`config.mk`:
```
export PLATFORM = sky130hd
export DESIGN_NAME = oam_dma_ctrl
export DESIGN_NICKNAME = d
export VERILOG_FILES = /design/src/rtl/oam_dma_ctrl.sv
export SDC_FILE = /design/constraint.sdc
export NUM_CORES = 1
export LEC_CHECK = 0
export ABC_CLOCK_PERIOD_IN_PS = 2700
export CAP_MARGIN = 0
export CORE_MARGIN = 3
export CORE_UTILIZATION = 47
export CTS_CLUSTER_DIAMETER = 150
export CTS_CLUSTER_SIZE = 24
export DETAILED_ROUTE_END_ITERATION = 10
export GPL_ROUTABILITY_DRIVEN = 0
export PLACE_DENSITY = 0.72
export SKIP_CTS_REPAIR_TIMING = 1
export SLEW_MARGIN = 20
export SYNTH_ARGS = -nofsm -noshare
export SYNTH_HDL_FRONTEND = slang
export SYNTH_SLANG_ARGS = --single-unit
```
`constraint.sdc`:
```
create_clock -name clk -period 2.7 [get_ports clk]
set_input_delay 0.675 -clock clk [delete_from_list [all_inputs] [get_ports clk]]
set_output_delay 0.675 -clock clk [all_outputs]
set_load 0.05 [all_outputs]
```
`src/rtl/oam_dma_ctrl.sv`:
```
// Sprite OAM access controller: CPU-driven OAMADDR/OAMDATA writes plus the
// 256-byte page DMA that halts the CPU and copies a memory page into OAM.
module oam_dma_ctrl (
  input  logic        clk,
  input  logic        reset,
  input  logic        cpu_we,
  input  logic [15:0] cpu_addr,
  input  logic [7:0]  cpu_wdata,
  input  logic [7:0]  mem_rdata,
  output logic        cpu_halt,
  output logic        dma_rd,
  output logic [15:0] dma_addr,
  output logic [7:0]  oam_addr,
  output logic [7:0]  oam_data,
  output logic        oam_dma
);

  localparam logic [15:0] ADDR_OAMADDR = 16'h2003;
  localparam logic [15:0] ADDR_OAMDATA = 16'h2004;
  localparam logic [15:0] ADDR_OAMDMA  = 16'h4014;

  typedef enum logic [2:0] {
    S_IDLE,
    S_HALT,
    S_ALIGN,
    S_READ,
    S_WRITE
  } state_t;

  state_t      r_state;
  logic [7:0]  r_oam_ptr;
  logic [7:0]  r_page;
  logic [7:0]  r_cnt;
  logic        r_cyc_odd;
  logic        r_cpu_halt;
  logic        r_dma_rd;
  logic        r_oam_dma;
  logic [15:0] r_dma_addr;
  logic [7:0]  r_oam_addr;
  logic [7:0]  r_oam_data;

  logic [7:0]  w_cnt_inc;
  logic        w_in_write;

  assign w_cnt_inc  = r_cnt + 8'd1;
  assign w_in_write = (r_state == S_WRITE);

  always_ff @(posedge clk) begin
    if (reset) begin
      r_state    <= S_IDLE;
      r_oam_ptr  <= 8'h00;
      r_page     <= 8'h00;
      r_cnt      <= 8'h00;
      r_cyc_odd  <= 1'b0;
      r_cpu_halt <= 1'b0;
      r_dma_rd   <= 1'b0;
      r_oam_dma  <= 1'b0;
      r_dma_addr <= 16'h0000;
      r_oam_addr <= 8'h00;
      r_oam_data <= 8'h00;
    end else begin
      r_cyc_odd <= ~r_cyc_odd;
      unique case (r_state)
        S_IDLE: begin
          r_dma_rd  <= 1'b0;
          r_oam_dma <= 1'b0;
          if (cpu_we) begin
            // The pointer moves on the same edge so back-to-back data writes land in consecutive slots
            if (cpu_addr == ADDR_OAMADDR) begin
              r_oam_ptr <= cpu_wdata;
            end else if (cpu_addr == ADDR_OAMDATA) begin
              r_oam_dma  <= 1'b1;
              r_oam_addr <= r_oam_ptr;
              r_oam_data <= cpu_wdata;
              r_oam_ptr  <= r_oam_ptr + 8'd1;
            end else if (cpu_addr == ADDR_OAMDMA) begin
              r_page     <= cpu_wdata;
              r_cnt      <= 8'h00;
              r_cpu_halt <= 1'b1;
              r_state    <= S_HALT;
            end
          end
        end
        S_HALT: begin
          if (r_cyc_odd) begin
            r_state <= S_ALIGN;
          end else begin
            r_state    <= S_READ;
            r_dma_rd   <= 1'b1;
            r_dma_addr <= {r_page, r_cnt};
          end
        end
        S_ALIGN: begin
          r_state    <= S_READ;
          r_dma_rd   <= 1'b1;
          r_dma_addr <= {r_page, r_cnt};
        end
        S_READ: begin
          r_state    <= S_WRITE;
          r_dma_rd   <= 1'b0;
          r_oam_dma  <= 1'b1;
          r_oam_addr <= r_oam_ptr + r_cnt;
        end
        S_WRITE: begin
          // Latch the byte just written so oam_data stays stable after the pass-through ends
          r_oam_dma  <= 1'b0;
          r_oam_data <= mem_rdata;
          r_cnt      <= w_cnt_inc;
          if (r_cnt == 8'hFF) begin
            r_state    <= S_IDLE;
            r_cpu_halt <= 1'b0;
          end else begin
            r_state    <= S_READ;
            r_dma_rd   <= 1'b1;
            r_dma_addr <= {r_page, w_cnt_inc};
          end
        end
        default: begin
          r_state    <= S_IDLE;
          r_cpu_halt <= 1'b0;
          r_dma_rd   <= 1'b0;
          r_oam_dma  <= 1'b0;
        end
      endcase
    end
  end

  assign cpu_halt = r_cpu_halt;
  assign dma_rd   = r_dma_rd;
  assign dma_addr = r_dma_addr;
  assign oam_addr = r_oam_addr;
  assign oam_dma  = r_oam_dma;
  assign oam_data = w_in_write ? mem_rdata : r_oam_data;

endmodule

```
==> flow_summary_export.csv, run 1 <==
group,metric,value,unit
run_status,status,"finished clean",
cells_and_area,fin_nets,547,
synth,synth_common_cells,"71 x nand2_1, 63 x dfxtp_1, 46 x a21oi_1",
global_route,grt_pass1_vias,3260,
synth,syn_nets,469,
clock_network,numCtsBuffers,9,
pwr,power_density,521,mW/mm^2
cells_and_area,design_area,0.00456,sq mm
critical_path,crit_required,2.03,ns
pwr,max-vdd-ir-drop,0.000312,V
critical_path,critPathKind,"register to primary output",
global_route,grt_pass1_wl,15.7,mm
critical_path,worst_setup_path_end_kind,"primary output",
worst_hold_path,hold-path-cell-count,2,
clock_network,clk_latency,0.35,ns
sta,final-hold-violation-count,0,
place,portBuffers,69,
sta,report.final.slew_viol_count,0,
clock_network,cts_tree,"done",
critical_path,arrival,1.84,ns
synth,synth-seq-cells,63,
sta,max_freq,398,MHz
synth,yosys_warnings,0,
synth,synth_flop_cell,"dfxtp_1",
route,num_vias,3425,
synth,synth_top_area_share,0.371,
sta,rsz0062_at_grt,"no",
synth,yosysTopAreaCell,"dfxtp_1",
global_route,grt_usage,0.235,
floorplan,start_util,0.492,
critical_path,cp_slowest_cell,"or3b_1",
critical_path,path_max_fanout,15,
place,post-dp-hpwl,7.11,mm
synth,yosysSeqAreaShare,0.371,
clock_network,cts_buffer_depth,2,
global_route,grt_max_degree,29,
global_route,antenna_found_initial,0,
sta,tightest_slew,0.557,ns
floorplan,rows,30,
global_route,overflow,0,
sta,setup_viol,0,
critical_path,crit_path_start_kind,"register",
place,placed_cell_area,0.00433,sq mm
route,drc,0,
route,dr.first_iter.drc_count,243,
floorplan,ios,70,
cells_and_area,fillCellCount,595,
floorplan,fp.dieW,91.0,um
synth,synth_edf_count,0,
synth,syn_inst,423,
sta,fin_crit,2.51,ns
critical_path,r2r.worst_path.cells,8,
route,first_pass_iters,4,
sta,fin_skew,0.00662,ns
clock_network,clock-sinks,63,
floorplan,die_area,0.00828,sq mm
worst_hold_path,min_path_type,"register to register",
critical_path,crit_top_cell,"nand2_1",
clock_network,clk_pin_slew_worst_paths,0.08,ns
floorplan,die_y,91.0,um
synth,syn_area,0.00340,sq mm
critical_path,slowest_delay,0.41,ns
cells_and_area,finalCoreUtilization,0.660,
cells_and_area,layout-drive-gt1-share,0.123,
route,drt-wirelength-per-cell,15.8,um
route,routed_via_density,5.69,
cells_and_area,area_growth_syn_to_layout,34.1,%
sta,fin_crit_sh,0.931,
pwr,leakage,1.63,nW
clock_network,htreeDepth,3,
route,wirelength,9.52,mm
synth,yosysMostFrequentCell,"nand2_1",
synth,syn_avg_cell_area,8.03,sq um
synth,synth_cell_types,59,
synth,synth.top_cells.by_area,"dfxtp_1 37%, nand2_1 7.8%, a21oi_1 6.8%",
sta,slew_headroom,0.626,
job,cap_violations,0,
critical_path,crit_chain,"or3b_1 -> inv_1 -> nand2_1 -> nand2_1 -> buf_12",
cells_and_area,num_antenna_cells,0,
cells_and_area,multi_input_comb_area,0.00196,sq mm
floorplan,coreArea,0.00691,sq mm
cells_and_area,final-seq-area,0.00126,sq mm
synth,async_flop_share,0,
clock_network,root_buffer,"clkbuf_8",
pwr,power.total,0.00237,W
route,ant_nets,0,
## placed cells by master (no fill, tap or decap), drive strengths merged, types with 3 or more instances in the layout
master         count
nor3              17
and2               3
ha                10
o211ai             3
a21oi             46
a211oi            12
xnor2              6
mux2i              6
or3                3
o31ai              5
buf               29
o21ai              8
clkdlybuf4s50     60
nor2              31
nor4               3
a2111oi            3
nand2             72
o21a               6
dfxtp             63
or2                3
clkbuf             9
a22oi              8
o2bb2ai            8
o32ai              9
inv               21
nand4              3
nor3b              3
nand3             22
## kinds of logic (layout without fill, tap and decap cells)
group	count (synthesis)	after routing	share of synthesized area
adder cells (fa/ha/maj)	11	11	0.0427
AO/OA/AOI/OAI	119	119	0.246
buffers and inverters	41	124	0.0519
multiplexers	7	7	0.0210
XOR/XNOR	8	8	0.0206
AND/OR/NAND/NOR	174	174	0.246
flip-flops	63	63	0.371
## flip-flops by register name, indices dropped and copies added (netlist names)
name	count
dma_addr	16
oam_addr	8
r_cnt	8
r_oam_data	8
r_oam_ptr	8
r_page	8
r_state	3
cpu_halt	1
dma_rd	1
oam_dma	1
r_cyc_odd	1
## final timing paths
kind / from / endpoint / slack (ns)
hold / removal: r_page[7]$_SDFFE_PP0P_ / dma_addr[15]$_SDFFE_PP0P_ / 0.45
setup reg to reg: r_oam_ptr[0]$_SDFFE_PP0P_ / oam_addr[6]$_SDFFE_PP0P_ / 0.57
hold reg to reg: r_page[7]$_SDFFE_PP0P_ / dma_addr[15]$_SDFFE_PP0P_ / 0.45
setup / recovery: r_state[0]$_SDFFE_PP0P_ / oam_data[3] / 0.19
## critical path, delay by kind of cell, from the launching register on
family,cells,cell delay [ns]
buffers and inverters,2,0.52
AND/OR/NAND/NOR,3,0.64
flip-flops,1,0.31
## per-stage QoR
stage,std cells,TNS [ns],hold slack (ns),worst slack [ns]
final,602,0,0.454,0.187
after global routing,602,0,0.474,0.0497
after CTS,602,0,0.456,0.188
after detailed placement,586,-0.143,0.445,-0.0693
after global placement,586,0,0.444,0.0786
after floorplan,423,0,0.426,0.282
## power breakdown
part           total, W  switching, W  internal [W]
Combinational  0.000440      0.000277      0.000164
Clock          0.000951      0.000419      0.000532
Sequential     0.000982     0.0000181      0.000964
## area by class of cell
class | instances | area share
Tap cell | 96 | 0.0264
Clock inverter | 7 | 0.0231
Inverter | 19 | 0.0157
Sequential cell | 63 | 0.277
Clock buffer | 9 | 0.0272
Multi-Input combinational cell | 319 | 0.430
Timing Repair Buffer | 89 | 0.201
## routing by layer
layer,up-vias,part of all wire,wire [um],global-route usage
li1,1694,-,-,-
met1,1602,0.45,4320,0.300
met2,111,0.46,4340,0.370
met3,18,0.070,662,0.0688
met4,0,0.021,203,0.0942
met5,-,0,0,0
No activity file was read; power rests on OpenSTA's default activity.
==> run 2: changes to the inputs <==
--- a/config.mk
+++ b/config.mk
@@ -7,13 +7,13 @@
 export LEC_CHECK = 0
 export ABC_CLOCK_PERIOD_IN_PS = 2700
 export CAP_MARGIN = 0
-export CORE_MARGIN = 3
-export CORE_UTILIZATION = 47
+export CORE_MARGIN = 2
+export CORE_UTILIZATION = 51
 export CTS_CLUSTER_DIAMETER = 150
 export CTS_CLUSTER_SIZE = 24
 export DETAILED_ROUTE_END_ITERATION = 10
 export GPL_ROUTABILITY_DRIVEN = 0
-export PLACE_DENSITY = 0.72
+export PLACE_DENSITY = 0.78
 export SKIP_CTS_REPAIR_TIMING = 1
 export SLEW_MARGIN = 20
 export SYNTH_ARGS = -nofsm -noshare
==> flow_summary_export.csv, run 2 (synthesized netlist as in run 1, its figures left out) <==
group,metric,value,unit
cells_and_area,area_growth_syn_to_layout,33.4,%
pwr,switching_share,0.298,
critical_path,slowest_delay,0.41,ns
clock_network,cts_tree,"done",
route,num_vias,3446,
sta,whs,0.456,ns
clock_network,clock-sinks,63,
sta,report.final.slew_viol_count,0,
pwr,p_comb_frac,0.185,
pwr,power_frac_seq,0.416,
pwr,power.total,0.00236,W
sta,max_freq,404,MHz
pwr,intPower,0.00166,W
route,first_pass_iters,5,
critical_path,crit_chain,"or3b_1 -> inv_1 -> nand2_1 -> nand2_1 -> buf_12",
floorplan,coreArea,0.00639,sq mm
pwr,leakage,1.63,nW
critical_path,crit_required,2.03,ns
global_route,grt_pass1_vias,3261,
floorplan,start_util,0.532,
sta,tightest_slew,0.780,ns
floorplan,die_area,0.00733,sq mm
route,drt-wirelength-per-cell,16.3,um
global_route,overflow,0,
critical_path,critPathTopFamily,"simple AND/OR/NAND/NOR gates",
critical_path,arrival,1.80,ns
sta,worst_slack,0.225,ns
sta,fin_crit,2.48,ns
clock_network,clk_latency,0.35,ns
cells_and_area,final_cell_mix,"71 x nand2_1, 63 x dfxtp_1, 60 x clkdlybuf4s50_1, 46 x a21oi_1, 30 x nor2_1",
cells_and_area,layout-drive-gt1-share,0.123,
sta,final-hold-violation-count,0,
run_status,status,"finished clean",
sta,fin_skew,0.00870,ns
place,placed_cell_area,0.00430,sq mm
global_route,antenna_found_initial,0,
cells_and_area,final_common_cell,"nand2_1",
critical_path,critPathKind,"register to primary output",
place,post-dp-hpwl,7.04,mm
global_route,grt_usage,0.268,
critical_path,worst-path-buf-inv,2,
route,routed_via_density,5.91,
sta,rsz0062_at_grt,"no",
pwr,max-vdd-ir-drop,0.000522,V
cells_and_area,num_antenna_cells,0,
global_route,grt_pass1_wl,15.6,mm
floorplan,rows,29,
route,wirelength,9.52,mm
critical_path,path_max_fanout,14,
route,dr.first_iter.drc_count,213,
worst_hold_path,min_path_type,"register to register",
critical_path,cp_slowest_cell,"or3b_1",
floorplan,fp.dieW,85.6,um
pwr,switchingPower,0.000704,W
critical_path,crit_path_start_kind,"register",
pwr,power_frac_clock,0.399,
cells_and_area,fin_nets,547,
clock_network,root_buffer,"clkbuf_8",
clock_network,clk_pin_slew_worst_paths,0.08,ns
critical_path,crit_top_cell,"nand2_1",
critical_path,worst_setup_path_end_kind,"primary output",
sta,fin_crit_sh,0.917,
sta,slew_headroom,0.476,
cells_and_area,finalCoreUtilization,0.709,
floorplan,ios,70,
cells_and_area,design_area,0.00453,sq mm
route,drc,0,
cells_and_area,largest_reg_flops,16,
clock_network,htreeDepth,3,
clock_network,numCtsBuffers,9,
clock_network,cts_buffer_depth,2,
pwr,power_density,522,mW/mm^2
cells_and_area,fillCellCount,511,
floorplan,die_y,85.6,um
sta,setup_viol,0,
job,cap_violations,0,
place,preCtsSetupSlack,-0.0189,ns
route,ant_nets,0,
global_route,grt_max_degree,35,
place,portBuffers,69,
-- run 2: changes by cell type in the layout (fill, tap and decap cells not counted) --
cell and change:
inv_6 +2, clkinv_4 -1, inv_8 -1
-- run 2: power groups by stage --
stage | Sequential [W] | Combinational [W] | Clock [W]
floorplan | 0.00111 | 0.000174 | 0
global placement | 0.00100 | 0.000429 | 0
detailed placement | 0.00100 | 0.000436 | 0
CTS | 0.000983 | 0.000437 | 0.000951
global route | 0.000986 | 0.000464 | 0.000998
finish | 0.000983 | 0.000438 | 0.000942
-- run 2: per-layer routing --
layer,vias to the layer above,GRT usage,part of all wire
li1,1691,-,-
met1,1606,0.344,0.43
met2,137,0.446,0.49
met3,12,0.0645,0.063
met4,0,0.0808,0.015
met5,-,0,0
-- run 2: area by class of cell --
type,instances,area [sq um],share of cell area
timing repair buffer,89,916,0.202
inverter,19,71.3,0.0157
clock buffer,9,124,0.0273
sequential,63,1260,0.278
multi-input combinational,319,1960,0.432
tap,77,96.3,0.0213
clock inverter,7,103,0.0226
-- run 2: worst paths after layout --
check | slack, ns | to | cells past startpoint | from
worst max-delay path | 0.22 | oam_data[2] | 5 | r_state[0]$_SDFFE_PP0P_
worst min register to register | 0.46 | dma_addr[13]$_SDFFE_PP0P_ | 2 | dma_addr[13]$_SDFFE_PP0P_
worst max register to register | 0.42 | oam_dma$_SDFFE_PP0N_ | 6 | r_state[1]$_SDFFE_PP0P_
worst min-delay path | 0.46 | dma_addr[13]$_SDFFE_PP0P_ | 2 | dma_addr[13]$_SDFFE_PP0P_
-- run 2: worst register-to-register path, cell delays in order (launching register included) --
cell       delay, ns
dfxtp_1         0.32
buf_4           0.17
nor3_1          0.65
nand2_1         0.39
nor2_4          0.22
a211oi_1        0.07
a2111oi_0       0.35
-- run 2: stage by stage --
step	cells	setup TNS [ns]
after floorplan	423	0
after global placement	567	0
after detailed placement	567	-0.0189
after CTS	583	0
after global routing	583	0
final	583	0
==> run 3: changes to the inputs <==
--- a/config.mk
+++ b/config.mk
@@ -5,15 +5,15 @@
 export SDC_FILE = /design/constraint.sdc
 export NUM_CORES = 1
 export LEC_CHECK = 0
-export ABC_CLOCK_PERIOD_IN_PS = 2700
+export ABC_CLOCK_PERIOD_IN_PS = 3100
 export CAP_MARGIN = 0
 export CORE_MARGIN = 2
-export CORE_UTILIZATION = 51
+export CORE_UTILIZATION = 55
 export CTS_CLUSTER_DIAMETER = 150
 export CTS_CLUSTER_SIZE = 24
 export DETAILED_ROUTE_END_ITERATION = 10
 export GPL_ROUTABILITY_DRIVEN = 0
-export PLACE_DENSITY = 0.78
+export PLACE_DENSITY = 0.83
 export SKIP_CTS_REPAIR_TIMING = 1
 export SLEW_MARGIN = 20
 export SYNTH_ARGS = -nofsm -noshare
==> constraint.sdc (replaced) <==
create_clock -name clk -period 3.1 [get_ports clk]
set_input_delay 0.775 -clock clk [delete_from_list [all_inputs] [get_ports clk]]
set_output_delay 0.775 -clock clk [all_outputs]
set_load 0.05 [all_outputs]
==> flow_summary_export.csv, run 3 (synthesized netlist as in run 1, its figures left out) <==
group,metric,value,unit
cells_and_area,num_antenna_cells,0,
sta,fin_crit_sh,0.875,
place,portBuffers,69,
route,drc,0,
cells_and_area,final-seq-area,0.00126,sq mm
pwr,power.total,0.00187,W
route,drt-wirelength-per-cell,16.7,um
cells_and_area,final_cell_mix,"71 x nand2_1, 63 x dfxtp_1, 60 x clkdlybuf4s50_1, 46 x a21oi_1, 30 x nor2_1",
clock_network,numCtsBuffers,9,
sta,report.final.slew_viol_count,0,
route,routed_via_density,6.13,
sta,tightest_slew,0.685,ns
floorplan,die_area,0.00682,sq mm
critical_path,crit_chain,"clkdlybuf4s50_1 -> nor3b_1 -> buf_4 -> and4_1 -> and2_1 -> nor2_1 -> a2111oi_2",
cells_and_area,area_growth_syn_to_layout,29.5,%
clock_network,cts_buffer_depth,2,
floorplan,die_y,82.6,um
global_route,overflow,0,
floorplan,start_util,0.570,
clock_network,root_buffer,"clkbuf_8",
run_status,status,"finished clean",
job,cap_violations,0,
sta,fin_crit,2.71,ns
critical_path,crit_path_start_kind,"primary input",
worst_hold_path,min_path_type,"register to register",
sta,fin_skew,0.00704,ns
global_route,use_met3,0.0924,
clock_network,clock-sinks,63,
route,first_pass_iters,5,
critical_path,worst_setup_path_end_kind,"register",
critical_path,critPathKind,"primary input to register",
global_route,grt_max_degree,34,
sta,tns,0,ns
cells_and_area,largest_reg_flops,16,
global_route,use_met2,0.472,
global_route,grt_pass1_vias,3388,
route,wirelength,9.53,mm
critical_path,path_max_fanout,10,
cells_and_area,multi_input_comb_area,0.00196,sq mm
pwr,power_density,425,mW/mm^2
floorplan,coreArea,0.00596,sq mm
floorplan,fp.dieW,82.6,um
cells_and_area,fillCellCount,455,
cells_and_area,fin_nets,537,
clock_network,clk_latency,0.35,ns
critical_path,slowest_delay,0.47,ns
global_route,grt_usage,0.304,
sta,rsz0062_at_grt,"no",
pwr,max-vdd-ir-drop,0.000426,V
clock_network,cts_tree,"done",
route,ant_nets,0,
global_route,use_met1,0.368,
global_route,grt_busiest_layer,"met2",
critical_path,critPathTopFamily,"simple AND/OR/NAND/NOR gates",
pwr,leakage,1.55,nW
place,post-dp-hpwl,7.02,mm
critical_path,crit_required,3.33,ns
global_route,grt_pass1_wl,15.7,mm
critical_path,worst-path-buf-inv,2,
floorplan,rows,28,
sta,whs,0.456,ns
cells_and_area,finalCoreUtilization,0.738,
cells_and_area,layout-drive-gt1-share,0.105,
floorplan,ios,70,
sta,slew_headroom,0.544,
route,num_vias,3498,
sta,setup_viol,0,
cells_and_area,final_common_cell,"nand2_1",
sta,max_freq,369,MHz
sta,final-hold-violation-count,0,
clock_network,htreeDepth,3,
clock_network,clk_pin_slew_worst_paths,0.07,ns
critical_path,cp_slowest_cell,"clkdlybuf4s50_1",
global_route,antenna_found_initial,0,
critical_path,arrival,2.95,ns
route,dr.first_iter.drc_count,270,
## run 3: cell count changes in the layout (fill, tap and decap cells not counted), sizes merged
cell | before | now
bufinv | 2 | 0
clkinv | 1 | 4
buf | 29 | 19
inv | 22 | 20
clkinvlp | 1 | 2
## run 3: area by class of cell
type | count | area share
multi-input cells | 319 | 0.446
flip-flops and latches | 63 | 0.287
repair buffers | 79 | 0.191
clock buffers | 9 | 0.0282
well taps | 75 | 0.0213
inverters | 19 | 0.0162
clock inverters | 7 | 0.0108
## run 3: per-stage QoR
| step | cell area (sq um) | cells | setup slack [ns] |
|---|---|---|---|
| floorplan | 3400 | 423 | 0.582 |
| global placement | 4230 | 555 | 0.230 |
| detailed placement | 4230 | 555 | 0.107 |
| CTS | 4400 | 571 | 0.396 |
| global route | 4400 | 571 | 0.242 |
| finish | 4400 | 571 | 0.387 |
## run 3: power breakdown
part,switching (W),internal [W]
registers,0.0000273,0.000840
logic,0.000227,0.000136
clock network,0.000349,0.000289
total,0.000603,0.00126
## run 3: worst paths after layout
path                                                start                   endpoint  slack, ns  cells after the start
worst max register to register    r_state[1]$_SDFFE_PP0P_  dma_addr[15]$_SDFFE_PP0P_       0.88                      6
worst min-delay path            dma_addr[12]$_SDFFE_PP0P_  dma_addr[12]$_SDFFE_PP0P_       0.46                      2
worst min register to register  dma_addr[12]$_SDFFE_PP0P_  dma_addr[12]$_SDFFE_PP0P_       0.46                      2
worst max-delay path                         cpu_addr[13]  r_oam_ptr[5]$_SDFFE_PP0P_       0.39                      7
## run 3: tightest hold or removal path: cells and delay by family, from the launching register on
| family | cells | cell delay (ns) |
|---|---|---|
| flops | 1 | 0.31 |
| simple gates | 1 | 0.05 |
| compound gates | 1 | 0.05 |
## run 3: metal layers
layer | routed length (um) | vias up
met2 | 4450 | 172
met1 | 3930 | 1609
met4 | 348 | 0
met3 | 808 | 41
met5 | 0 | -
li1 | - | 1676
==> edit: new RTL, settings of run 1 <==
The 5 states of `state_t` get a one-hot encoding in 5 bits.
--- a/src/rtl/oam_dma_ctrl.sv
+++ b/src/rtl/oam_dma_ctrl.sv
@@ -19,12 +19,12 @@
   localparam logic [15:0] ADDR_OAMDATA = 16'h2004;
   localparam logic [15:0] ADDR_OAMDMA  = 16'h4014;
 
-  typedef enum logic [2:0] {
-    S_IDLE,
-    S_HALT,
-    S_ALIGN,
-    S_READ,
-    S_WRITE
+  typedef enum logic [4:0] {
+    S_IDLE  = 5'b00001,
+    S_HALT  = 5'b00010,
+    S_ALIGN = 5'b00100,
+    S_READ  = 5'b01000,
+    S_WRITE = 5'b10000
   } state_t;
 
   state_t      r_state;
Formal check against the unedited RTL: same outputs for any inputs over 4 cycles, from zero or initial values and one cycle with reset high; so few cycles prove little.
==> edit against run 1 <==
Non-clock buffer count shrank 1; setup slack better by 13 ps; design area increased by 1.5%; first-iteration DRC count shrank 18%; critical path depth increased by 1; synthesized cell count fell by 4.5%; routed wire length is 5.1% lower; sequential cell count is 2 higher; area after synthesis rose by 2.2%.
Power is not compared: it rests on default switching activity, and its combinational part moved more than twofold at a synthesized area within 25%.
==> edit: results (changes against run 1) <==
metric,value,unit,change
status,completed,,
finalClockSkew,7.21,ps,+0.590 ps
h-tree-depth,3,,unchanged
drive_gt1_share,12.3,%,+0.067 points
synth_edf_count,0,,unchanged
r2r_setup_slack,630,ps,+60 ps
syn_nets,450,,-4.1%
crit_fanout,14,,-1
vias_per_cell,5.51,,-3.2%
track_usage,22.2,%,-1.3 points
ys_seq_area_share,37.5,%,+0.36 points
antenna_found_initial,0,,unchanged
ys_warn_count,0,,unchanged
largest_register_ffs,16,,unchanged
wl_per_cell,15.5,µm,-2.0%
ir_worst_vdd,0.000261,V,
diodes,0,,unchanged
async_flop_share,0,%,unchanged
numCtsBuffers,9,,unchanged
worstPathArrival,1820,ps,-20 ps
clk_pin_slew,70,ps,
p_sw_share,21.2,%,
synth.area.top_cells,"dfxtp_1 37%, mux2i_1 11%, nor2_1 6.1%, nand2_1 4.7%, a211oi_1 4.5%",,
dp_hpwl,6660,µm,-6.3%
slew_headroom,48.0,%,-15 points
cts.path.max_buffers,2,,unchanged
nets,528,,-3.5%
ys_top_cells_by_count,"65 x dfxtp_1, 56 x nor2_1, 43 x nand2_1, 38 x mux2i_1, 27 x a21oi_1",,
dr.pass1.iters,5,,+1
grt_pass1_vias,3157,,-3.2%
drt_iter0_markers,200,,-18%
slowest_stage,inv_1,,
grt_max_degree,46,,+59%
port_buffers,69,,unchanged
clockRootBuffer,clkbuf_8,,
ys_types,55,,-6.8%
leakagePower,0.00177,µW,
grt_pass1_wl,15000,µm,-4.6%
slowest_delay,400,ps,
clk_latency,340,ps,
hold_path.class,flip-flop to flip-flop,,
[edit: cell count changes after synthesis, moves of 5 or more]
cell | run 1 | this run
a211oi_1 | 8 | 21
a21oi_1 | 46 | 27
a22oi_1 | 8 | 0
mux2i_1 | 6 | 38
nand2_1 | 71 | 43
nand3_1 | 22 | 10
nor2_1 | 30 | 56
nor3_1 | 17 | 7
o21a_1 | 6 | 1
o2bb2ai_1 | 8 | 0
[edit: through the flow]
step                std cells  hold WS, ps  cell area [µm²]  TNS (ps)  setup slack, ps
global route              583          450             4620         0             24.1
global placement          567          418             4380     -1410            -87.0
detailed placement        567          416             4380     -2200            -95.5
finish                    583          427             4620         0              201
CTS                       583          428             4620         0              163
floorplan                 404          393             3470         0              212
[edit: critical path, delay by kind of cell, from the launching register on]
kind | cells | cell delay [ps]
flops | 1 | 370
simple gates | 4 | 570
buf+inv | 2 | 540
[edit: worst paths after layout]
check	depth (start not counted)	from	endpoint
min	1	r_cyc_odd	r_cyc_odd
max	6	r_state[3]	oam_data[5]
max reg2reg	7	r_cnt[1]	dma_addr[12]
min reg2reg	1	r_cyc_odd	r_cyc_odd
[edit: kinds of logic (layout without fill, tap and decap cells)]
kind of cell             Yosys count  after routing  share of synthesized area, %
buffers and inverters             37            120                          5.12
multiplexers                      38             38                          11.0
XOR/XNOR                           9              9                          2.27
AO/OA/AOI/OAI                     86             86                          16.4
flip-flops                        65             65                          37.5
adder cells (fa/ha/maj)           11             11                          4.18
AND/OR/NAND/NOR                  158            158                          23.5
[edit: power groups by stage]
stage | registers [µW] | clock network (µW) | logic [µW]
after floorplan | 982 | 0 | 28.5
after global placement | 982 | 0 | 102
after detailed placement | 982 | 0 | 102
after CTS | 959 | 1030 | 103
after global routing | 959 | 1070 | 109
final | 959 | 1010 | 102
[edit: per-layer routing]
metal / track usage, % / share of wire (%) / wire, µm / up-vias
met2: 36.6 / 47 / 4230 / 121
met4: 9.16 / 2.2 / 200 / 0
li1: - / - / - / 1607
met3: 5.25 / 8.1 / 735 / 15
met1: 27.8 / 43 / 3870 / 1468
met5: 0 / 0 / 0 / -
[edit: cell type report]
type                       instances  area [µm²]
tap                               96         120
multi-input combinational        302        1990
sequential                        65        1300
clock buffer                      10         128
fill                             610        2360
inverter                          16        60.1
clock inverter                     6         115
timing repair buffer              88         908
